==> config.mk <==
export PLATFORM = sky130hd
export DESIGN_NAME = fetch_unit_flat
export DESIGN_NICKNAME = d
export VERILOG_FILES = /design/src/rtl/fetch_unit_if.sv /design/src/rtl/fetch_unit.sv /design/src/flat_wrapper.sv
export SDC_FILE = /design/constraint.sdc
export NUM_CORES = 1
export LEC_CHECK = 0
export BUFFER_PORTS_ARGS = -buffer_cell sky130_fd_sc_hd__buf_2
export CAP_MARGIN = 20
export CORE_MARGIN = 4
export CORE_UTILIZATION = 51
export DETAILED_ROUTE_END_ITERATION = 16
export GPL_ROUTABILITY_DRIVEN = 0
export GPL_TIMING_DRIVEN = 0
export PLACE_DENSITY = 0.85
export SLEW_MARGIN = 5
export SYNTH_ARGS = -nofsm -noshare
export SYNTH_HDL_FRONTEND = slang
export SYNTH_SLANG_ARGS = --single-unit
==> constraint.sdc <==
create_clock -name clk -period 3.7 [get_ports clk]
set_clock_uncertainty 0.05 [all_clocks]
set_input_delay 0.74 -clock clk [delete_from_list [all_inputs] [get_ports clk]]
set_output_delay 0.74 -clock clk [all_outputs]
set_load 0.005 [all_outputs]
==> src/rtl/fetch_unit_if.sv <==
// Memory read port, decode queue and redirect signals of the fetch unit.
// The master modport is the fetch unit; the slave side is memory plus decode.
interface fetch_unit_if #(
  parameter int ADDR_WIDTH = 16
) ();
  logic [ADDR_WIDTH-1:0] mem_addr;
  logic                  mem_enable;
  logic                  mem_wr;
  logic [15:0]           mem_data_in;
  logic [15:0]           mem_data_out;
  logic                  instr_valid;
  logic [15:0]           instr;
  logic [ADDR_WIDTH-1:0] instr_pc;
  logic                  instr_ready;
  logic                  redirect_valid;
  logic [ADDR_WIDTH-1:0] redirect_pc;
  logic                  halted;

  modport master (
    output mem_addr, mem_enable, mem_wr, mem_data_in,
    output instr_valid, instr, instr_pc, halted,
    input  mem_data_out, instr_ready, redirect_valid, redirect_pc
  );

  modport slave (
    input  mem_addr, mem_enable, mem_wr, mem_data_in,
    input  instr_valid, instr, instr_pc, halted,
    output mem_data_out, instr_ready, redirect_valid, redirect_pc
  );
endinterface

==> src/rtl/fetch_unit.sv <==
// Instruction fetch: PC, zero-latency memory read and a small {instr, pc} FIFO.
// Optional FETCH_PERF_EN adds saturating fetch_count / stall_count ports.
module fetch_unit #(
  parameter int                    ADDR_WIDTH = 16,
  parameter int                    DEPTH      = 2,
  parameter logic [ADDR_WIDTH-1:0] RESET_PC   = 16'h0000
) (
  input  logic           clk,
  input  logic           rst,
`ifdef FETCH_PERF_EN
  output logic [15:0]    fetch_count,
  output logic [15:0]    stall_count,
`endif
  fetch_unit_if.master   bus
);
  localparam int PW = (DEPTH > 1) ? $clog2(DEPTH) : 1;
  localparam int CW = $clog2(DEPTH + 1);
  localparam logic [CW-1:0] DEPTH_C = CW'(DEPTH);

  // Handshake: a queue entry transfers on any edge where instr_valid and
  // instr_ready are both high; instr_valid never depends on instr_ready.
  logic [ADDR_WIDTH-1:0] pc;
  logic [15:0]           q_instr [DEPTH];
  logic [ADDR_WIDTH-1:0] q_pc    [DEPTH];
  logic [PW-1:0]         head, tail;
  logic [CW-1:0]         count;
  logic                  halted_q;
  logic                  pop, issue, is_hlt;
  logic                  unused_redirect_lsb;

  assign unused_redirect_lsb = bus.redirect_pc[0];

  assign pop    = bus.instr_valid & bus.instr_ready;
  assign issue  = !rst & !halted_q & !bus.redirect_valid & ((count < DEPTH_C) | pop);
  assign is_hlt = (bus.mem_data_out[15:12] == 4'hF);

  assign bus.mem_addr    = pc;
  assign bus.mem_enable  = issue;
  assign bus.mem_wr      = 1'b0;
  assign bus.mem_data_in = 16'h0000;
  assign bus.instr_valid = (count != '0);
  assign bus.instr       = q_instr[head];
  assign bus.instr_pc    = q_pc[head];
  assign bus.halted      = halted_q;

  always_ff @(posedge clk) begin
    if (rst) begin
      pc       <= RESET_PC;
      head     <= '0;
      tail     <= '0;
      count    <= '0;
      halted_q <= 1'b0;
    end else if (bus.redirect_valid) begin
      // Redirect wins over everything: drop the queue and restart at the target.
      pc       <= {bus.redirect_pc[ADDR_WIDTH-1:1], 1'b0};
      head     <= '0;
      tail     <= '0;
      count    <= '0;
      halted_q <= 1'b0;
    end else begin
      if (issue) begin
        q_instr[tail] <= bus.mem_data_out;
        q_pc[tail]    <= pc;
        tail          <= tail + PW'(1);
        pc            <= pc + ADDR_WIDTH'(2);
        if (is_hlt) halted_q <= 1'b1;
      end
      if (pop) head <= head + PW'(1);
      case ({issue, pop})
        2'b10:   count <= count + CW'(1);
        2'b01:   count <= count - CW'(1);
        default: count <= count;
      endcase
    end
  end

`ifdef FETCH_PERF_EN
  logic stall;
  assign stall = !rst & !halted_q & !bus.redirect_valid & !issue;

  always_ff @(posedge clk) begin
    if (rst) begin
      fetch_count <= '0;
      stall_count <= '0;
    end else begin
      if (issue && fetch_count != 16'hFFFF) fetch_count <= fetch_count + 16'd1;
      if (stall && stall_count != 16'hFFFF) stall_count <= stall_count + 16'd1;
    end
  end
`endif
endmodule

==> src/flat_wrapper.sv <==
// flat-port wrapper written by rule: the top's interface ports become plain ports
module fetch_unit_flat 
#(
  parameter int                    ADDR_WIDTH = 16,
  parameter int                    DEPTH      = 2,
  parameter logic [ADDR_WIDTH-1:0] RESET_PC   = 16'h0000
)
  (clk, rst, bus_mem_addr, bus_mem_enable, bus_mem_wr, bus_mem_data_in, bus_instr_valid, bus_instr, bus_instr_pc, bus_halted, bus_mem_data_out, bus_instr_ready, bus_redirect_valid, bus_redirect_pc);
  fetch_unit_if #(.ADDR_WIDTH(ADDR_WIDTH)) bus_i ();
  input  logic clk;
  input  logic rst;
  output wire logic [$bits(bus_i.mem_addr)-1:0] bus_mem_addr;
  output wire logic [$bits(bus_i.mem_enable)-1:0] bus_mem_enable;
  output wire logic [$bits(bus_i.mem_wr)-1:0] bus_mem_wr;
  output wire logic [$bits(bus_i.mem_data_in)-1:0] bus_mem_data_in;
  output wire logic [$bits(bus_i.instr_valid)-1:0] bus_instr_valid;
  output wire logic [$bits(bus_i.instr)-1:0] bus_instr;
  output wire logic [$bits(bus_i.instr_pc)-1:0] bus_instr_pc;
  output wire logic [$bits(bus_i.halted)-1:0] bus_halted;
  input wire logic [$bits(bus_i.mem_data_out)-1:0] bus_mem_data_out;
  input wire logic [$bits(bus_i.instr_ready)-1:0] bus_instr_ready;
  input wire logic [$bits(bus_i.redirect_valid)-1:0] bus_redirect_valid;
  input wire logic [$bits(bus_i.redirect_pc)-1:0] bus_redirect_pc;
  assign bus_mem_addr = bus_i.mem_addr;
  assign bus_mem_enable = bus_i.mem_enable;
  assign bus_mem_wr = bus_i.mem_wr;
  assign bus_mem_data_in = bus_i.mem_data_in;
  assign bus_instr_valid = bus_i.instr_valid;
  assign bus_instr = bus_i.instr;
  assign bus_instr_pc = bus_i.instr_pc;
  assign bus_halted = bus_i.halted;
  assign bus_i.mem_data_out = bus_mem_data_out;
  assign bus_i.instr_ready = bus_instr_ready;
  assign bus_i.redirect_valid = bus_redirect_valid;
  assign bus_i.redirect_pc = bus_redirect_pc;
  fetch_unit #(.ADDR_WIDTH(ADDR_WIDTH), .DEPTH(DEPTH), .RESET_PC(RESET_PC)) u_core (.clk(clk), .rst(rst), .bus(bus_i));
endmodule
==> results_dict.tcl <==
set metrics [dict create \
    critical_path_arrival_ns 1.99 \
    routed_via_density 4.97 \
    final_worst_path_period_share_pct 75.0 \
    synth-main-ff-cell "sky130_fd_sc_hd__edfxtp_1" \
    critPathCaptureType "primary output" \
    placed_area_sq_mm 0.00418 \
    status "complete, no violations" \
    port-buffer-count 83 \
    static-leakage-power_nw 1.72 \
    r2r.worst_path.cells 5 \
    hpwlAfterDp_mm 5.06 \
    die_area_sq_mm 0.00840 \
    synth_top_cell_area_share_pct 52.2 \
    grt_util_met3_pct 3.45 \
    grt_max_degree 32 \
    ios 104 \
    routed_wire_length_mm 7.10 \
    synth_area_leaders "sky130_fd_sc_hd__edfxtp_1 (52%), sky130_fd_sc_hd__dfxtp_1 (12%), sky130_fd_sc_hd__mux2_2 (9.8%)" \
    post_cts_setup_repair_bufs 0 \
    timing_worst_slew_pin_value_ns 0.869 \
    yosys_warnings 0 \
    firstDrtPassIters 4 \
    async_reset_ff_share_pct 0 \
    busiest_layer "met2" \
    die_width_um 91.6 \
    grt_setup_unrepaired "false" \
    globalRouteMet1Util_pct 21.7 \
    floorplan.core_area_sq_mm 0.00679 \
    rr_endpoint "u_core.q_pc[1][9]$_DFFE_PP_" \
    cts_root_buf "sky130_fd_sc_hd__clkbuf_8" \
    die_y_um 91.6 \
    final.min_clock_period_ns 2.78 \
    final.fill_count 514 \
    worstHoldEndpoint "u_core.count[1]$_SDFFE_PP0P_" \
    worst-setup-path-type "in -> out" \
    fmax_mhz 360 \
    hold_slack_ns 0.477 \
    multi_input_comb_area_sq_mm 0.00114 \
    h-tree-depth 3 \
    power.density_cell_area_mw_per_mm2 434 \
    gr-total-overflow 0 \
    max-vdd-ir-drop_uv 205 \
    cts.reportedPaths.clkPinSlew_ns 0.08 \
    synth_top_cells_by_count "sky130_fd_sc_hd__edfxtp_1 (62), sky130_fd_sc_hd__mux2_2 (31), sky130_fd_sc_hd__nor2_1 (22)" \
    hold_violations 0 \
    slew_headroom_pct 42.0 \
    post_cts_hold_buffer_count 0 \
    initialDrtViolationCount 68 \
    cts.repair.resized 0 \
    tritoncts "yes" \
    grt_first_pass_wirelength_mm 11.6 \
    num_rows 30 \
    finalNetCount 399 \
    drc 0 \
    grt.total_usage_pct 17.6 \
    total_of_endpoints_with_negative_setup_slack_in_the_final_report 0 \
    seq_area_frac_synth_pct 64.0 \
    ys_ff_latch 83 \
    route.detailed.wl_per_inst_um 15.4 \
    critical_path.startpoint_type "input port" \
    setup.reg_to_reg.worst_slack_ns 1.42 \
    tritoncts_num_sinks 83 \
    synth.distinct_cells 40 \
    clock_tree.buffer_depth 2 \
    critical_path.max_fanout 7 \
    floorplan.initialDensity_pct 52.5 \
    drive_above_1_share_pct 45.1 \
    min-delay-path-class "reg -> reg" \
    timing.rr.start "u_core.count[1]$_SDFFE_PP0P_" \
    detailroute.via_count 2295 \
    hold-path-cell-count 2 \
    netlist_instances 249 \
    postLayoutCellArea_sq_mm 0.00439 \
    grt_antenna_before_repair 0 \
    max_cap_violations 0 \
    synth-edff-count 62 \
    syn-cell-area_sq_mm 0.00357 \
    layout.area.seq_sq_mm 0.00228 \
    number_of_nets_with_antenna_violations_after_detailed_routing 0 \
    syn_to_layout_area_delta_pct 23.0 \
    globalRouteMet2Util_pct 29.0 \
    yosys.cell_count.top_type "sky130_fd_sc_hd__edfxtp_1" \
    syn_avg_cell_area_sq_um 14.3 \
    synth_area_leader_cell "sky130_fd_sc_hd__edfxtp_1" \
    worstSkewPairLatency_ns 0.34 \
    worstHoldStart "u_core.count[1]$_SDFFE_PP0P_" \
    cts_buffers 9 \
    post_layout_nonfiller_instances 462 \
    antenna_cells_inserted 0 \
    first_global_vias 2433 \
    maxSlewViolCount 0 \
    placed_cells_incl_taps 446 \
    critical_path_required_ns 2.91 \
]
cells by family after synthesis:
group           Yosys count  share of synthesized area (%)
xor+xnor                 11                           2.70
compound gates           27                           6.38
flops                    83                           64.0
mux                      31                           9.78
buf+inv                  37                           6.31
other cells               1                          0.105
simple gates             57                           10.1
fa+ha+maj                 2                          0.701
worst max-delay path: stages:
cell                       delay (ns)
sky130_fd_sc_hd__buf_2           0.15
sky130_fd_sc_hd__or2_1           0.24
sky130_fd_sc_hd__clkbuf_1        0.19
sky130_fd_sc_hd__or3_1           0.43
sky130_fd_sc_hd__inv_1           0.11
sky130_fd_sc_hd__buf_2           0.12
worst max-delay path by stage:
stage | cells after the start | end | startpoint | slack [ns]
2_1_floorplan | 4 | u_core.q_instr[0][0]$_DFFE_PP_ | bus_redirect_valid | 0.45
3_3_place_gp | 5 | u_core.q_instr[0][7]$_DFFE_PP_ | rst | -0.45
3_5_place_dp | 6 | u_core.q_instr[1][4]$_DFFE_PP_ | rst | 0.75
4_1_cts | 6 | bus_mem_enable | rst | 0.94
5_1_grt | 6 | bus_mem_enable | rst | 0.87
6_report | 6 | bus_mem_enable | rst | 0.92
metrics by stage:
| step | power (mW) | worst slack [ns] | setup TNS (ns) | util, % |
|---|---|---|---|---|
| finish | 1.91 | 0.923 | 0 | 64.6 |
| detailed placement | 1.25 | 0.749 | 0 | 61.5 |
| CTS | 1.91 | 0.941 | 0 | 64.6 |
| global placement | 1.25 | -0.452 | -13.96 | 61.4 |
| global route | 1.98 | 0.868 | 0 | 64.6 |
| floorplan | 1.18 | 0.449 | 0 | - |
report_power, final:
| group | switching [mW] | leakage [nW] | internal [mW] |
|---|---|---|---|
| sequential | 0.0310 | 0.747 | 1.04 |
| combinational | 0.0805 | 0.871 | 0.0821 |
| clock | 0.297 | 0.101 | 0.375 |
| total | 0.409 | 1.72 | 1.50 |
final cells by class:
type / instances / share of cell area (%)
Buffer: 29 / 4.45
Clock buffer: 10 / 2.91
Clock inverter: 6 / 1.82
Inverter: 8 / 0.684
Multi-Input combinational cell: 147 / 25.9
Sequential cell: 83 / 52.0
Tap cell: 96 / 2.74
Timing Repair Buffer: 83 / 9.47
registers in the layout, summed over array words and instances, names as in the netlist, named ones only:
name,flops
u_core.count,2
u_core.bus.halted,1
u_core.head,1
u_core.bus.mem_addr,15
u_core.q_instr,32
u_core.tail,1
u_core.q_pc,30
routing by layer:
metal,up-vias,part of all wire (%)
li1,1111,-
met2,100,49
met1,1071,42
met5,-,0
met4,0,2.3
met3,13,6.6
layout by cell type (no fill, tap or decap), types with 3 or more instances in the layout:
master | synthesis | layout
sky130_fd_sc_hd__a311oi_1 | 4 | 4
sky130_fd_sc_hd__o21ai_0 | 3 | 3
sky130_fd_sc_hd__clkbuf_1 | 5 | 6
sky130_fd_sc_hd__nand2_1 | 5 | 5
sky130_fd_sc_hd__buf_2 | 0 | 83
sky130_fd_sc_hd__mux2_2 | 31 | 31
sky130_fd_sc_hd__dfxtp_1 | 21 | 21
sky130_fd_sc_hd__a211oi_1 | 11 | 11
sky130_fd_sc_hd__conb_1 | 1 | 19
sky130_fd_sc_hd__or3_1 | 3 | 3
sky130_fd_sc_hd__xnor2_1 | 10 | 10
sky130_fd_sc_hd__buf_1 | 3 | 3
sky130_fd_sc_hd__edfxtp_1 | 62 | 62
sky130_fd_sc_hd__clkbuf_8 | 0 | 9
sky130_fd_sc_hd__nor2_1 | 22 | 21
sky130_fd_sc_hd__buf_4 | 19 | 19
sky130_fd_sc_hd__a2111oi_2 | 4 | 4
sky130_fd_sc_hd__inv_1 | 8 | 8
sky130_fd_sc_hd__and4_1 | 3 | 3
sky130_fd_sc_hd__nand4_1 | 3 | 3
Power figures use the tool's default switching activity.
